**src/rtl/color_pkg.sv**
```systemverilog
// Shared definitions for the colour sequencer and its button front end.
package color_pkg;

   // Default width of the colour code bus.
   localparam int unsigned DEFAULT_CODE_W = 32'd4;

   // Colour codes understood by the downstream display/LED decoder.
   localparam logic [3:0] RED     = 4'd2;
   localparam logic [3:0] CYAN    = 4'd3;
   localparam logic [3:0] YELLOW  = 4'd4;
   localparam logic [3:0] MAGENTA = 4'd5;

   // Debounced button state.
   typedef enum logic {
      RELEASED = 1'b0,
      PRESSED  = 1'b1
   } deb_state_t;

   // Width of a counter that must hold 0..limit-1; never narrower than 1 bit.
   function automatic int unsigned cnt_width(input int unsigned limit);
      if (limit > 32'd1) begin
         return $clog2(limit);
      end else begin
         return 32'd1;
      end
   endfunction

endpackage

```
**src/rtl/btn_debounce.sv**
```systemverilog
// Push-button front end: 2-flop synchroniser followed by a counting debouncer.
// Emits a one-cycle pulse on each accepted press and the accepted level.
module btn_debounce
   import color_pkg::*;
#(
   parameter int unsigned DEBOUNCE_CYCLES = 32'd1_000_000
)
(
   input  logic clk,
   input  logic rst,
   input  logic i_btn,
   output logic o_press,
   output logic o_level
);

   localparam int unsigned    CNT_W    = cnt_width(DEBOUNCE_CYCLES);
   localparam logic [CNT_W-1:0] CNT_LAST = CNT_W'(DEBOUNCE_CYCLES - 32'd1);

   logic             r_sync1;
   logic             r_sync2;
   deb_state_t       r_state;
   deb_state_t       w_state_nxt;
   logic [CNT_W-1:0] r_cnt;
   logic [CNT_W-1:0] w_cnt_nxt;
   logic             r_press;
   logic             w_press_nxt;

   // Bring the raw button into the clock domain; only the second flop is used.
   always_ff @(posedge clk or posedge rst) begin
      if (rst) begin
         r_sync1 <= 1'b0;
         r_sync2 <= 1'b0;
      end else begin
         r_sync1 <= i_btn;
         r_sync2 <= r_sync1;
      end
   end

   // Debounce state, stability counter and press pulse registers.
   always_ff @(posedge clk or posedge rst) begin
      if (rst) begin
         r_state <= RELEASED;
         r_cnt   <= {CNT_W{1'b0}};
         r_press <= 1'b0;
      end else begin
         r_state <= w_state_nxt;
         r_cnt   <= w_cnt_nxt;
         r_press <= w_press_nxt;
      end
   end

   // Flip the accepted level only after the input has disagreed for the full window.
   always_comb begin
      w_state_nxt = r_state;
      w_cnt_nxt   = r_cnt;
      w_press_nxt = 1'b0;
      case (r_state)
         RELEASED: begin
            if (r_sync2) begin
               if (r_cnt == CNT_LAST) begin
                  w_state_nxt = PRESSED;
                  w_cnt_nxt   = {CNT_W{1'b0}};
                  w_press_nxt = 1'b1;
               end else begin
                  w_cnt_nxt = r_cnt + CNT_W'(1);
               end
            end else begin
               w_cnt_nxt = {CNT_W{1'b0}};
            end
         end
         PRESSED: begin
            if (!r_sync2) begin
               if (r_cnt == CNT_LAST) begin
                  w_state_nxt = RELEASED;
                  w_cnt_nxt   = {CNT_W{1'b0}};
               end else begin
                  w_cnt_nxt = r_cnt + CNT_W'(1);
               end
            end else begin
               w_cnt_nxt = {CNT_W{1'b0}};
            end
         end
         default: begin
            w_state_nxt = RELEASED;
            w_cnt_nxt   = {CNT_W{1'b0}};
         end
      endcase
   end

   assign o_press = r_press;
   assign o_level = (r_state == PRESSED);

endmodule

```
**src/rtl/color_sequencer.sv**
```systemverilog
// Colour-code sequencer: steps a code through FIRST_CODE..LAST_CODE on a
// debounced button press or on a periodic auto tick, ascending or descending,
// with a hold input that freezes both the colour and the auto timer.
module color_sequencer
   import color_pkg::*;
#(
   parameter int unsigned CODE_W          = DEFAULT_CODE_W,
   parameter int unsigned FIRST_CODE      = 32'(RED),
   parameter int unsigned LAST_CODE       = 32'(MAGENTA),
   parameter int unsigned DEBOUNCE_CYCLES = 32'd1_000_000,
   parameter int unsigned AUTO_PERIOD     = 32'd100_000_000
)
(
   input  logic              clk,
   input  logic              rst,
   input  logic              i_continue_btn,
   input  logic              i_auto_mode,
   input  logic              i_dir,
   input  logic              i_hold,
   output logic [CODE_W-1:0] o_color,
   output logic              o_step,
   output logic              o_wrap
);

   localparam logic [CODE_W-1:0]  C_FIRST = CODE_W'(FIRST_CODE);
   localparam logic [CODE_W-1:0]  C_LAST  = CODE_W'(LAST_CODE);
   localparam int unsigned        TIMER_W = cnt_width(AUTO_PERIOD);
   localparam logic [TIMER_W-1:0] T_LAST  = TIMER_W'(AUTO_PERIOD - 32'd1);

   logic               w_press;
   logic               w_level_unused;
   logic [TIMER_W-1:0] r_timer;
   logic               r_tick;
   logic               w_req;
   logic [CODE_W-1:0]  w_color_nxt;
   logic               w_wrap_nxt;
   logic [CODE_W-1:0]  r_color;
   logic               r_step;
   logic               r_wrap;

   btn_debounce #(
      .DEBOUNCE_CYCLES (DEBOUNCE_CYCLES)
   ) u_btn_debounce (
      .clk     (clk),
      .rst     (rst),
      .i_btn   (i_continue_btn),
      .o_press (w_press),
      .o_level (w_level_unused)
   );

   // Auto timer: free-runs in auto mode, freezes on hold, clears when auto is off.
   always_ff @(posedge clk or posedge rst) begin
      if (rst) begin
         r_timer <= {TIMER_W{1'b0}};
         r_tick  <= 1'b0;
      end else if (!i_auto_mode) begin
         r_timer <= {TIMER_W{1'b0}};
         r_tick  <= 1'b0;
      end else if (i_hold) begin
         r_timer <= r_timer;
         r_tick  <= 1'b0;
      end else if (r_timer == T_LAST) begin
         r_timer <= {TIMER_W{1'b0}};
         r_tick  <= 1'b1;
      end else begin
         r_timer <= r_timer + TIMER_W'(1);
         r_tick  <= 1'b0;
      end
   end

   // A press and a tick in the same cycle merge into one request; hold discards both.
   assign w_req = (w_press | r_tick) & ~i_hold;

   // Next colour in the selected direction; out-of-range codes recover to the start end.
   always_comb begin
      w_color_nxt = r_color;
      w_wrap_nxt  = 1'b0;
      if (i_dir == 1'b0) begin
         if ((r_color < C_FIRST) || (r_color >= C_LAST)) begin
            w_color_nxt = C_FIRST;
            w_wrap_nxt  = 1'b1;
         end else begin
            w_color_nxt = r_color + CODE_W'(1);
            w_wrap_nxt  = 1'b0;
         end
      end else begin
         if ((r_color <= C_FIRST) || (r_color > C_LAST)) begin
            w_color_nxt = C_LAST;
            w_wrap_nxt  = 1'b1;
         end else begin
            w_color_nxt = r_color - CODE_W'(1);
            w_wrap_nxt  = 1'b0;
         end
      end
   end

   // Colour register with its step and wrap pulses, updated only on a request.
   always_ff @(posedge clk or posedge rst) begin
      if (rst) begin
         r_color <= C_FIRST;
         r_step  <= 1'b0;
         r_wrap  <= 1'b0;
      end else if (w_req) begin
         r_color <= w_color_nxt;
         r_step  <= 1'b1;
         r_wrap  <= w_wrap_nxt;
      end else begin
         r_color <= r_color;
         r_step  <= 1'b0;
         r_wrap  <= 1'b0;
      end
   end

   assign o_color = r_color;
   assign o_step  = r_step;
   assign o_wrap  = r_wrap;

endmodule

```
**config.mk**
```make
export PLATFORM = sky130hd
export DESIGN_NAME = color_sequencer
export DESIGN_NICKNAME = d
export VERILOG_FILES = /design/src/rtl/color_pkg.sv /design/src/rtl/btn_debounce.sv /design/src/rtl/color_sequencer.sv
export SDC_FILE = /design/constraint.sdc
export NUM_CORES = 1
export LEC_CHECK = 0
export BUFFER_PORTS_ARGS = -buffer_cell sky130_fd_sc_hd__buf_2
export CAP_MARGIN = 20
export CORE_ASPECT_RATIO = 0.75
export CORE_UTILIZATION = 40
export CTS_CLUSTER_DIAMETER = 100
export DETAILED_ROUTE_END_ITERATION = 16
export PLACE_DENSITY = 0.57
export SYNTH_ARGS = -nofsm -noshare
export SYNTH_HDL_FRONTEND = slang
export SYNTH_SLANG_ARGS = --single-unit
```
**constraint.sdc**
```tcl
create_clock -name clk -period 4 [get_ports clk]
set_clock_uncertainty 0.2 [all_clocks]
set_input_delay 0.4 -clock clk [delete_from_list [all_inputs] [get_ports clk]]
set_output_delay 0.4 -clock clk [all_outputs]
set_load 0.05 [all_outputs]
```
Word-level counts from Yosys, hierarchy flattened:

Cells that the tools add are included.

* order comparisons: 4
* equality and inequality tests: 3
* bitwise gates (word level): 4
* add/sub/neg operators: 4
* reductions and logical operators: 2
* muxes and demuxes: 24

Operator list (number)
* $mux W27: 3
* $mux W20: 3
* $pmux W20 S2: 1
* $add A27 B1 Y27 const B: 1
* $eq A27 B27 Y1 const B: 1
* $add A20 B1 Y20 const B: 1
* $eq A20 B20 Y1 const B: 1
* $mux W1: 13
* $mux W4: 3
* $add A4 B1 Y4 const B: 1
* $ge A4 B3 Y1 const B: 1
* $gt A4 B3 Y1 const B: 1
* $le A4 B2 Y1 const B: 1
* $lt A4 B2 Y1 const B: 1
* $sub A4 B1 Y4 const B: 1
* $logic_or A1 B1 Y1: 2
* $ne A2 B2 Y1 const B: 1
* $not A1 Y1: 2
* $pmux W1 S2: 1
* $and A1 B1 Y1: 1
* $or A1 B1 Y1: 1

* logic and storage cells: 51
* bits of input ports: 6
* bits in registers: 58

Logic depth before layout (Yosys ltp):

Gate-level depths: netlist of the first run.

* word-level depth: 5
* depth in mapped cells: 7
* depth with buffers taken out: 7

By module:

A second synthesis of the first run with hierarchy kept.

* cell total of the unflattened synthesis: 322
* area, all modules: 3136.8 µm²

Modules (own cells, without submodules)
* color_sequencer: sequential area each 852.1 µm², instances 1, area each 1964.4 µm², cells an instance 213
* btn_debounce: sequential area each 600.6 µm², instances 1, area each 1172.4 µm², cells an instance 109

Worst setup path before layout of the first run:

OpenSTA, ideal clock, no wires.

* path kind: register to register
* start: reg r_color[0], in the netlist o_color[0]
* end: reg r_color[2], in the netlist o_color[2]
* setup time: 0.121 ns
* path buffers: 0
* data arrival time: 2.077 ns
* setup slack: 1.602 ns
* cell stages (with the launch flop): 8
* cell sequence: dfrtp_1 inv_1 ha_1 or3b_2 a21o_1 o21ai_0 a21oi_1 o22a_1

* longest elaborated chain between the ends: 4

Ends and longest elaborated chain
* start, declared: line color_sequencer.sv:37 `logic [CODE_W-1:0] r_color;`
* start signal, assigned: line color_sequencer.sv:104 `r_color <= w_color_nxt;`
* start signal, assigned: line color_sequencer.sv:108 `r_color <= r_color;`
* $lt A4 B2 Y1 (tied with other cells): line color_sequencer.sv:79 `if ((r_color < C_FIRST) || (r_color >= C_LAST)) begin`
* $logic_or A1 B1 Y1, on equally long branches: line color_sequencer.sv:79, color_sequencer.sv:87
* $mux W4, on equally long branches: line color_sequencer.sv:79, color_sequencer.sv:87
* $mux W4 *: line color_sequencer.sv:78 `if (i_dir == 1'b0) begin`

Mark *: on every way between the ends. The rest lies on a longest branch, timed or not.
A chain may end at the register's enable or synchronous reset.

Worst setup path in the final report of the first run:

* start: reg r_timer[10]
* end: reg r_timer[4]

* longest elaborated chain between the ends: 4

Ends and longest elaborated chain
* start, declared: line color_sequencer.sv:32 `logic [TIMER_W-1:0] r_timer;`
* start signal, assigned: line color_sequencer.sv:54 `r_timer <= {TIMER_W{1'b0}};`
* start signal, assigned: line color_sequencer.sv:57 `r_timer <= {TIMER_W{1'b0}};`
* start signal, assigned: line color_sequencer.sv:60 `r_timer <= r_timer;`
* $eq A27 B27 Y1: line color_sequencer.sv:62 `end else if (r_timer == T_LAST) begin`
* $mux W27: line color_sequencer.sv:62
* $mux W27: line color_sequencer.sv:59 `end else if (i_hold) begin`
* $mux W27: line color_sequencer.sv:56 `end else if (!i_auto_mode) begin`

Every way passes these cells. The select of a mux whose other input is x is not followed.

==> key figures, run 1 <==
Routing
  – Final ANT Viol Nets: 0
  – TritonRoute pass-1 iters: 4
  – 1st-iter DRT viols: 76
  – Vias/cell: 5.17
  – Vias: 2171
  – DRC: 0
  – Final wirelength: 5740 um
  – Post-DR wirelength/cell: 13.7 um

Floorplan
  – Die Width: 102 um
  – Die ar.: 0.00783 mm2
  – I/O pins: 12
  – Chip height: 76.9 um
  – Starting Density: 0.426
  – Core area: 0.00703 mm2
  – Num rows: 26

Yosys
  – Top-count cell post-synth: dfrtp_1
  – Net Count, Synth: 314
  – Area leader, netlist: dfrtp_1
  – EDFF count, synth: 0
  – Share of flip-flops with an asynchronous set or reset: 1.00
  – Syn Area/Cell: 9.91 um2
  – Synth area leaders: dfrtp_1, xor2_1, nor2_1
  – Ys Warns: 0
  – Number of synthesized register bits: 58
  – Post-synthesis cell count: 302
  – Most instantiated cells after synthesis: dfrtp_1, nor2_1, xor2_1
  – Post-synth design cell area: 0.00299 mm2
  – Seq/Total Area, Yosys: 0.486
  – Top-area cell type share of the netlist area: 0.477
  – Cell variety after synth: 45
  – Top_reg_cell synth: dfrtp_1

STA
  – Worst Max-Slew Pin Slew: 0.932 ns
  – Final hold violation count: 0
  – Final setup violation count: 0
  – Hold Slack: 0.164 ns
  – Fmax: 391 MHz
  – Worst rel slew slack: 0.379
  – Final setup TNS: 0 ns
  – Fin. max-slew vios: 0
  – RSZ-0062 raised after global routing: false
  – Crit share post-route: 0.639
  – Post-route minimum period: 2.56 ns

Finish
  – Fill count: 706
  – Nets: 329
  – Area grow syn2layout: 10.6%
  – Fraction of layout cells with a size suffix above 1: 0.118
  – ANT cells: 0

Place
  – Post-DP HPWL: 3790 um
  – PortBufs: 11
  – Global placer's final weighted congestion: 0.788

Global route
  – All-Layer GR Usage: 0.171
  – Met2 Resource Use GR: 0.228
  – Grt met1 use: 0.250
  – GRT overflow: 0
  – Largest net degree at the start of global routing: 33
  – Vias in the first global route: 2045
  – Initial antenna violation count: 0
  – Global routing's busiest layer: met1
  – Global routing usage on met3: 0.0611
  – First-pass GRT wire length: 10200 um

Critical path
  – Startpoint types: flop
  – Data required, critical path: 3.97 ns
  – Crit Path Class: flop to flop
  – CP arrival: 2.53 ns
  – Worst R2R Start: r_timer[10]
  – Crit Path Max Fanout: 22
  – Endpoint class of the critical path: flop
  – Launch point of the worst path: r_timer[10]

CTS
  – Reg clk slew, reported paths: 0.06 ns
  – TritonCTS Sinks: 58
  – CTS resizes: 0
  – Skew-Pair Late Insertion Delay: 0.34 ns
  – H-Tree Depth: 3
  – CTS tree: built
  – # Post-CTS Setup Buffers: 0
  – CTS buffer count: 9
  – Clock buffer depth: 2
  – CTS Hold Bufs: 2
  – CTS Root Cell: clkbuf_8

Power
  – Final Power: 1.19 mW
  – PwrDens: 360 mW/mm2
  – Power Internal: 0.928 mW
  – Comb pwr share: 0.040
  – Max VDD drop: 0.131 mV
  – Sw Ratio: 0.221
  – Seq pwr share: 0.502
  – Switching power: 0.263 mW
  – Static leakage: 1.51 nW
  – Clock share of power: 0.458

Outcome
  – Status: completed

Flow run
  – Max_cap viols: 0

Min path
  – Min-Delay Path Class: flop to flop
  – Hold_sp: u_btn_debounce.r_sync1
==> cell families (layout without fill, tap and decap cells) <==
group	Yosys count	count (layout)	synth area share
buffers and inverters	18	38	0.0389
AO/OA/AOI/OAI	28	28	0.0581
AND/OR/NAND/NOR	151	151	0.271
flip-flops	58	58	0.486
adder cells (fa/ha/maj)	6	6	0.0251
XOR/XNOR	40	40	0.117
multiplexers	1	1	0.00376
==> placed cells by master, fill, tap and decap left out, types with 2 or more instances in the layout <==
cell / count
a21o_1: 2
and3_1: 10
or3_1: 2
a21boi_0: 3
a21oi_1: 7
inv_1: 7
dfrtp_1: 57
nand3_1: 16
nand3b_1: 4
clkbuf_1: 3
o21ai_0: 9
xnor2_1: 8
nor2_1: 46
nor4_1: 3
nand2_1: 24
dlygate4sd3_1: 2
and2_1: 3
or3b_2: 2
nand2b_1: 2
nand4_1: 17
nor3_1: 6
xor2_1: 32
clkbuf_8: 11
ha_1: 6
nor3b_1: 2
buf_2: 11
or4b_1: 2
and4_1: 5
==> metal layers <==
layer  share of wire  routed length, um
met1            0.54               3130
met2            0.40               2320
met3           0.040                231
met4           0.011                 64
met5               0                  0
==> path summary, 6_finish.rpt <==
check | slack (ns) | cells after the start | end
worst max-delay path | 1.44 | 5 | r_timer[4]
worst min-delay path | 0.16 | 0 | u_btn_debounce.r_sync2
worst max register to register | 1.44 | 5 | r_timer[4]
worst min register to register | 0.16 | 0 | u_btn_debounce.r_sync2
max in group asynchronous | 2.28 | 4 | r_timer[10]
min in group asynchronous | 0.51 | 3 | u_btn_debounce.r_cnt[17]
==> layout make-up <==
cell class	instances	area [um2]	area share
clock buffers	14	163	0.0492
multi-input cells	226	1420	0.430
flip-flops and latches	58	1450	0.439
inverters	8	30.0	0.00908
clock inverters	2	35.0	0.0106
repair buffers	14	82.6	0.0250
well taps	98	123	0.0371
==> sequential cells by signal (all words and copies together), names as in the netlist, named ones only <==
signal and count:
o_step 1, o_wrap 1, u_btn_debounce.r_sync2 1, o_color 4, u_btn_debounce.r_sync1 1, r_timer 27
u_btn_debounce.r_cnt 20, r_tick 1, u_btn_debounce.o_press 1
==> metrics by stage <==
stage	setup WS, ns	area, um2	instances	utilization
2_1_floorplan	1.60	2990	302	-
3_3_place_gp	1.50	3090	402	0.440
3_5_place_dp	1.41	3090	402	0.440
4_1_cts	1.40	3310	420	0.471
5_1_grt	1.21	3310	420	0.471
6_report	1.44	3310	420	0.471
==> power groups by stage <==
stage          clock network, mW  registers [mW]  logic (mW)
2_1_floorplan                  0           0.610      0.0340
3_3_place_gp                   0           0.608      0.0472
3_5_place_dp                   0           0.609      0.0478
4_1_cts                    0.565           0.598      0.0494
5_1_grt                    0.596           0.598      0.0556
6_report                   0.546           0.598      0.0477
==> critical path, cell delays in order (launching register included) <==
cell	delay, ns
dfrtp_1	0.42
or4b_1	0.55
nor2_1	0.14
nand4_2	0.19
o21ai_2	0.76
nor2_1	0.14
No activity file was read; power rests on OpenSTA's default activity.
==> run 2, diff against run 1 <==
PLACE_DENSITY = 0.59   (was 0.57)
clock period = 2.2 ns   (was 4 ns; I/O delays follow)
==> key figures, run 2 (synthesis results as in run 1) <==
Outcome
  – Status: completed

Global route
  – GRT overflow: 0 (unchanged)
  – Largest net degree at the start of global routing: 24 (-27%)
  – Vias in the first global route: 2100 (+2.7%)
  – Initial antenna violation count: 0 (unchanged)
  – All-Layer GR Usage: 0.168 (-0.00279)
  – First-pass GRT wire length: 10100 um (-0.88%)

Finish
  – Fraction of layout cells with a size suffix above 1: 0.152 (+0.0335)
  – Final Core Density: 0.479 (+0.00855)
  – Nets: 337 (+2.4%)
  – Most common cell after layout, fill and taps aside: dfrtp_1
  – Cell Count, Final, Fillers Out: 428 (+1.9%)
  – Most frequent cells in the layout: dfrtp_1, nor2_1, xor2_1
  – Area grow syn2layout: 12.6%
  – Most flops, register: r_timer
  – ANT cells: 0 (unchanged)
  – Max reg flops: 27 (unchanged)

Critical path
  – Crit Path Class: flop to flop
  – Critical Path Stages: 7 (+2)
  – Max incr delay on CP: 0.43 ns (-0.33 ns)
  – Crit Path Max Fanout: 5 (-77%)
  – Startpoint types: flop
  – Crit path buffers/inverters: 1 (+1)
  – Crit-path cells: inv_2 > ha_1 > or3b_2 > a21o_1 > o21ai_0 > a21oi_1 > o22a_1
  – CP arrival: 2.09 ns (-0.44 ns)
  – Cell family with most CP delay: compound AO/OA/AOI/OAI gates
  – Data required, critical path: 2.23 ns (-1.74 ns)
  – Worst r2r path cells: 7 (+2)
  – Endpoint class of the critical path: flop
  – R2R setup slack: 0.14 ns (-1.30 ns)
  – Slowest CP cell: or3b_2

Flow run
  – Max_cap viols: 0 (unchanged)

Routing
  – Post-DR wirelength/cell: 13.1 um (-3.9%)
  – Vias/cell: 5.09 (-1.5%)
  – TritonRoute pass-1 iters: 4 (unchanged)
  – Final ANT Viol Nets: 0 (unchanged)
  – 1st-iter DRT viols: 81 (+6.6%)
  – Vias: 2180 (+0.41%)
  – DRC: 0 (unchanged)
  – Final wirelength: 5620 um (-2.1%)

CTS
  – CTS Root Cell: clkbuf_8
  – CTS buffer count: 9 (unchanged)
  – TritonCTS Sinks: 58 (unchanged)
  – # Post-CTS Setup Buffers: 0 (unchanged)
  – CTS tree: built
  – CTS Hold Bufs: 2 (unchanged)
  – Clock buffer depth: 2 (unchanged)
  – H-Tree Depth: 3 (unchanged)
  – Skew-Pair Late Insertion Delay: 0.33 ns (about the same)
  – Reg clk slew, reported paths: 0.07 ns (about the same)
  – CTS resizes: 0 (unchanged)

Place
  – Global placer's final weighted congestion: 0.852 (+8.0%)
  – Post-DP HPWL: 3880 um (+2.6%)
  – Inst Count DP: 410 (+2.0%)
  – PortBufs: 11 (unchanged)

STA
  – Fin. max-slew vios: 0 (unchanged)
  – Final setup TNS: 0 ns (unchanged)
  – Post-route minimum period: 2.06 ns (-0.495 ns)
  – Hold Slack: 0.0147 ns (-0.149 ns)
  – Final setup violation count: 0 (unchanged)
  – Crit share post-route: 0.937 (+0.298)
  – Worst rel slew slack: 0.602 (+0.223)
  – Final hold violation count: 0 (unchanged)
  – RSZ-0062 raised after global routing: false
  – Fmax: 485 MHz (+24%)
  – Worst Max-Slew Pin Slew: 0.596 ns (-0.336 ns)

Floorplan
  – Num rows: 26 (unchanged)
  – Core area: 0.00703 mm2 (unchanged)
  – Chip height: 76.9 um (unchanged)
  – Die ar.: 0.00783 mm2 (unchanged)
  – I/O pins: 12 (unchanged)
  – Die Width: 102 um (unchanged)
  – Starting Density: 0.426 (unchanged)

Min path
  – Hold depth: 3 (+3)
  – Min-Delay Path Class: input pin to flop

Power
  – Static leakage: 1.55 nW (+2.1%)
  – PwrDens: 604 mW/mm2 (+68%)
  – Final Power: 2.03 mW (+71%)
  – Max VDD drop: 0.295 mV (+130%)
[run 2: changes by cell type in the layout (fill, tap and decap cells not counted), sizes merged]
cell	delta
clkbuf	-3
bufinv	-1
clkinv	+2
buf	+8
clkinvlp	+2
[run 2: layer usage]
metal  vias up  GRT usage  routed length (um)
met5         -          0                   0
met4         0     0.0714                  77
met3         8     0.0520                 183
met2        35      0.233                2400
met1      1045      0.239                2960
li1       1092          -                   -
[run 2: through the flow]
stage / instance area (um2) / worst slack, ns
global placement: 3180 / 0.179
floorplan: 2990 / 0.0329
finish: 3370 / 0.138
CTS: 3370 / 0.134
detailed placement: 3180 / 0.148
global route: 3370 / 0.0111
[run 2: final cells by class]
class                   count  area (um2)
well taps                  98         123
clock buffers              11         141
multi-input cells         226        1420
repair buffers             22         168
clock inverters             5        30.0
fillers                   679        3660
inverters                   8        30.0
flip-flops and latches     58        1450
[run 2: worst paths after layout]
check	startpoint	endpoint
max	o_color[0]	o_color[2]
min	i_auto_mode	r_timer[23]
max reg2reg	o_color[0]	o_color[2]
min reg2reg	u_btn_debounce.r_sync1	u_btn_debounce.r_sync2
max in group asynchronous	rst	r_timer[16]
min in group asynchronous	rst	u_btn_debounce.r_cnt[19]
[run 2: report_power, final]
| group | total [mW] | internal (mW) | switching (mW) |
|---|---|---|---|
| logic | 0.0966 | 0.0337 | 0.0629 |
| clock network | 0.851 | 0.433 | 0.418 |
| registers | 1.09 | 1.08 | 0.00941 |
[run 2: worst register-to-register path, cell delays in order, from the launching register on]
cell     delay [ns]
dfrtp_2        0.40
inv_2          0.06
ha_1           0.18
or3b_2         0.43
a21o_1         0.21
o21ai_0        0.16
a21oi_1        0.09
o22a_1         0.22
==> run 3, diff against run 2 <==
SETUP_SLACK_MARGIN = 0.3   (was not set)
==> key figures, run 3 (synthesis results as in run 1) <==
Critical path
  – Crit Path Max Fanout: 11 (+6)
  – Crit-path cells: or4b_4 > nor2_4 > nand4_4 > o21ai_4 > buf_6 > buf_16 > nor2_1
  – Startpoint types: flop
  – CP arrival: 2.04 ns (-0.05 ns)
  – Max incr delay on CP: 0.57 ns (+0.14 ns)
  – Endpoint class of the critical path: flop
  – Crit Path Class: flop to flop
  – Slowest CP cell: or4b_4
  – Data required, critical path: 2.23 ns (about the same)

STA
  – Worst rel slew slack: 0.572 (-0.0303)
  – Post-route minimum period: 2.02 ns (-0.0425 ns)
  – Final hold violation count: 0 (unchanged)
  – Hold Slack: 0.0197 ns (+0.00495 ns)
  – Final setup violation count: 0 (unchanged)
  – Fmax: 495 MHz (+2.1%)
  – RSZ-0062 raised after global routing: true
  – Worst Max-Slew Pin Slew: 0.641 ns (+0.0454 ns)
  – Setup ws final: 0.181 ns (+0.0425 ns)
  – Fin. max-slew vios: 0 (unchanged)
  – Final setup TNS: 0 ns (unchanged)
  – Crit share post-route: 0.918 (-0.0193)

Floorplan
  – Chip height: 76.9 um (unchanged)
  – Die Width: 102 um (unchanged)
  – Num rows: 26 (unchanged)
  – Die ar.: 0.00783 mm2 (unchanged)
  – Starting Density: 0.426 (unchanged)
  – Core area: 0.00703 mm2 (unchanged)
  – I/O pins: 12 (unchanged)

Routing
  – Post-DR wirelength/cell: 13.9 um (+5.6%)
  – Final wirelength: 6200 um (+10%)
  – Final ANT Viol Nets: 0 (unchanged)
  – 1st-iter DRT viols: 104 (+28%)
  – Vias/cell: 5.15 (+1.1%)
  – TritonRoute pass-1 iters: 4 (unchanged)
  – Vias: 2302 (+5.6%)
  – DRC: 0 (unchanged)

CTS
  – H-Tree Depth: 3 (unchanged)
  – CTS buffer count: 9 (unchanged)
  – CTS tree: built
  – Clock buffer depth: 2 (unchanged)
  – CTS Root Cell: clkbuf_8
  – Reg clk slew, reported paths: 0.07 ns (about the same)
  – Skew-Pair Late Insertion Delay: 0.34 ns (about the same)
  – TritonCTS Sinks: 58 (unchanged)

Global route
  – Initial antenna violation count: 0 (unchanged)
  – First-pass GRT wire length: 10700 um (+5.4%)
  – GRT overflow: 0 (unchanged)
  – Largest net degree at the start of global routing: 44 (+83%)
  – Vias in the first global route: 2235 (+6.4%)
  – All-Layer GR Usage: 0.177 (+0.00902)

Finish
  – Fin area: 0.00370 mm2 (+9.8%)
  – Max reg flops: 27 (unchanged)
  – Cell Count, Final, Fillers Out: 447 (+4.4%)
  – Area grow syn2layout: 23.7%
  – Most common cell after layout, fill and taps aside: dfrtp_1
  – Fraction of layout cells with a size suffix above 1: 0.244 (+0.0920)
  – Most frequent cells in the layout: dfrtp_1, nor2_1, xor2_1
  – Most flops, register: r_timer
  – ANT cells: 0 (unchanged)
  – Final Core Density: 0.527 (+0.0472)
  – Nets: 356 (+5.6%)

Flow run
  – Max_cap viols: 0 (unchanged)

Outcome
  – Status: completed

Place
  – Worst slack, placed: 0.148 ns (+0.000617 ns)
  – Placed instance area: 0.00319 mm2 (+0.28%)
  – PortBufs: 11 (unchanged)
  – Global placer's final weighted congestion: 0.815 (-4.3%)
  – Inst Count DP: 410 (unchanged)
  – Post-DP HPWL: 3940 um (+1.4%)

Power
  – Static leakage: 1.69 nW (+9.6%)
  – Max VDD drop: 0.342 mV (+16%)
  – Final Power: 2.44 mW (+20%)
  – PwrDens: 660 mW/mm2 (+9.3%)

Min path
  – Min-Delay Path Class: input pin to flop
run 3: layout make-up:
type                            instances  area (um2)
Clock buffer                           11         151
Clock inverter                          5         100
Fill cell                             670        3330
Inverter                                8        30.0
Multi-Input combinational cell        226        1500
Sequential cell                        58        1460
Tap cell                               98         123
Timing Repair Buffer                   41         342
run 3: worst paths after layout:
check	startpoint	to	depth (start not counted)	slack, ns
worst max-delay path	r_timer[9]	r_timer[20]	7	0.18
worst min-delay path	i_dir	o_color[1]	4	0.02
worst max register to register	r_timer[9]	r_timer[20]	7	0.18
worst min register to register	u_btn_debounce.r_sync1	u_btn_debounce.r_sync2	0	0.15
max in group asynchronous	rst	r_timer[19]	4	1.05
min in group asynchronous	rst	u_btn_debounce.r_cnt[18]	3	0.20
run 3: where the power goes:
part | total (mW) | switching (mW) | internal, mW
sequential | 1.09 | 0.00848 | 1.08
combinational | 0.125 | 0.0725 | 0.0525
clock | 1.23 | 0.421 | 0.810
total | 2.44 | 0.502 | 1.94
run 3: timing repair:
item                                   in CTS  in global routing
hold buffers                                2                  0
endpoints found under the hold margin      16                  0
buffers inserted                           13                  5
setup endpoints to repair                  27                 44
gates resized for setup                    15                 12
pin swaps                                   4                  5
gates cloned                                1                  0
run 3: critical path, delay by kind of cell, from the launching register on:
kind / cells / cell delay (ns)
compound gates: 1 / 0.17
buf+inv: 2 / 0.25
simple gates: 4 / 0.87
flops: 1 / 0.39
run 3: layer usage:
layer  track usage  part of all wire
met5             0                 0
met2         0.238              0.42
met1         0.262              0.52
met4        0.0729             0.020
met3        0.0510             0.047
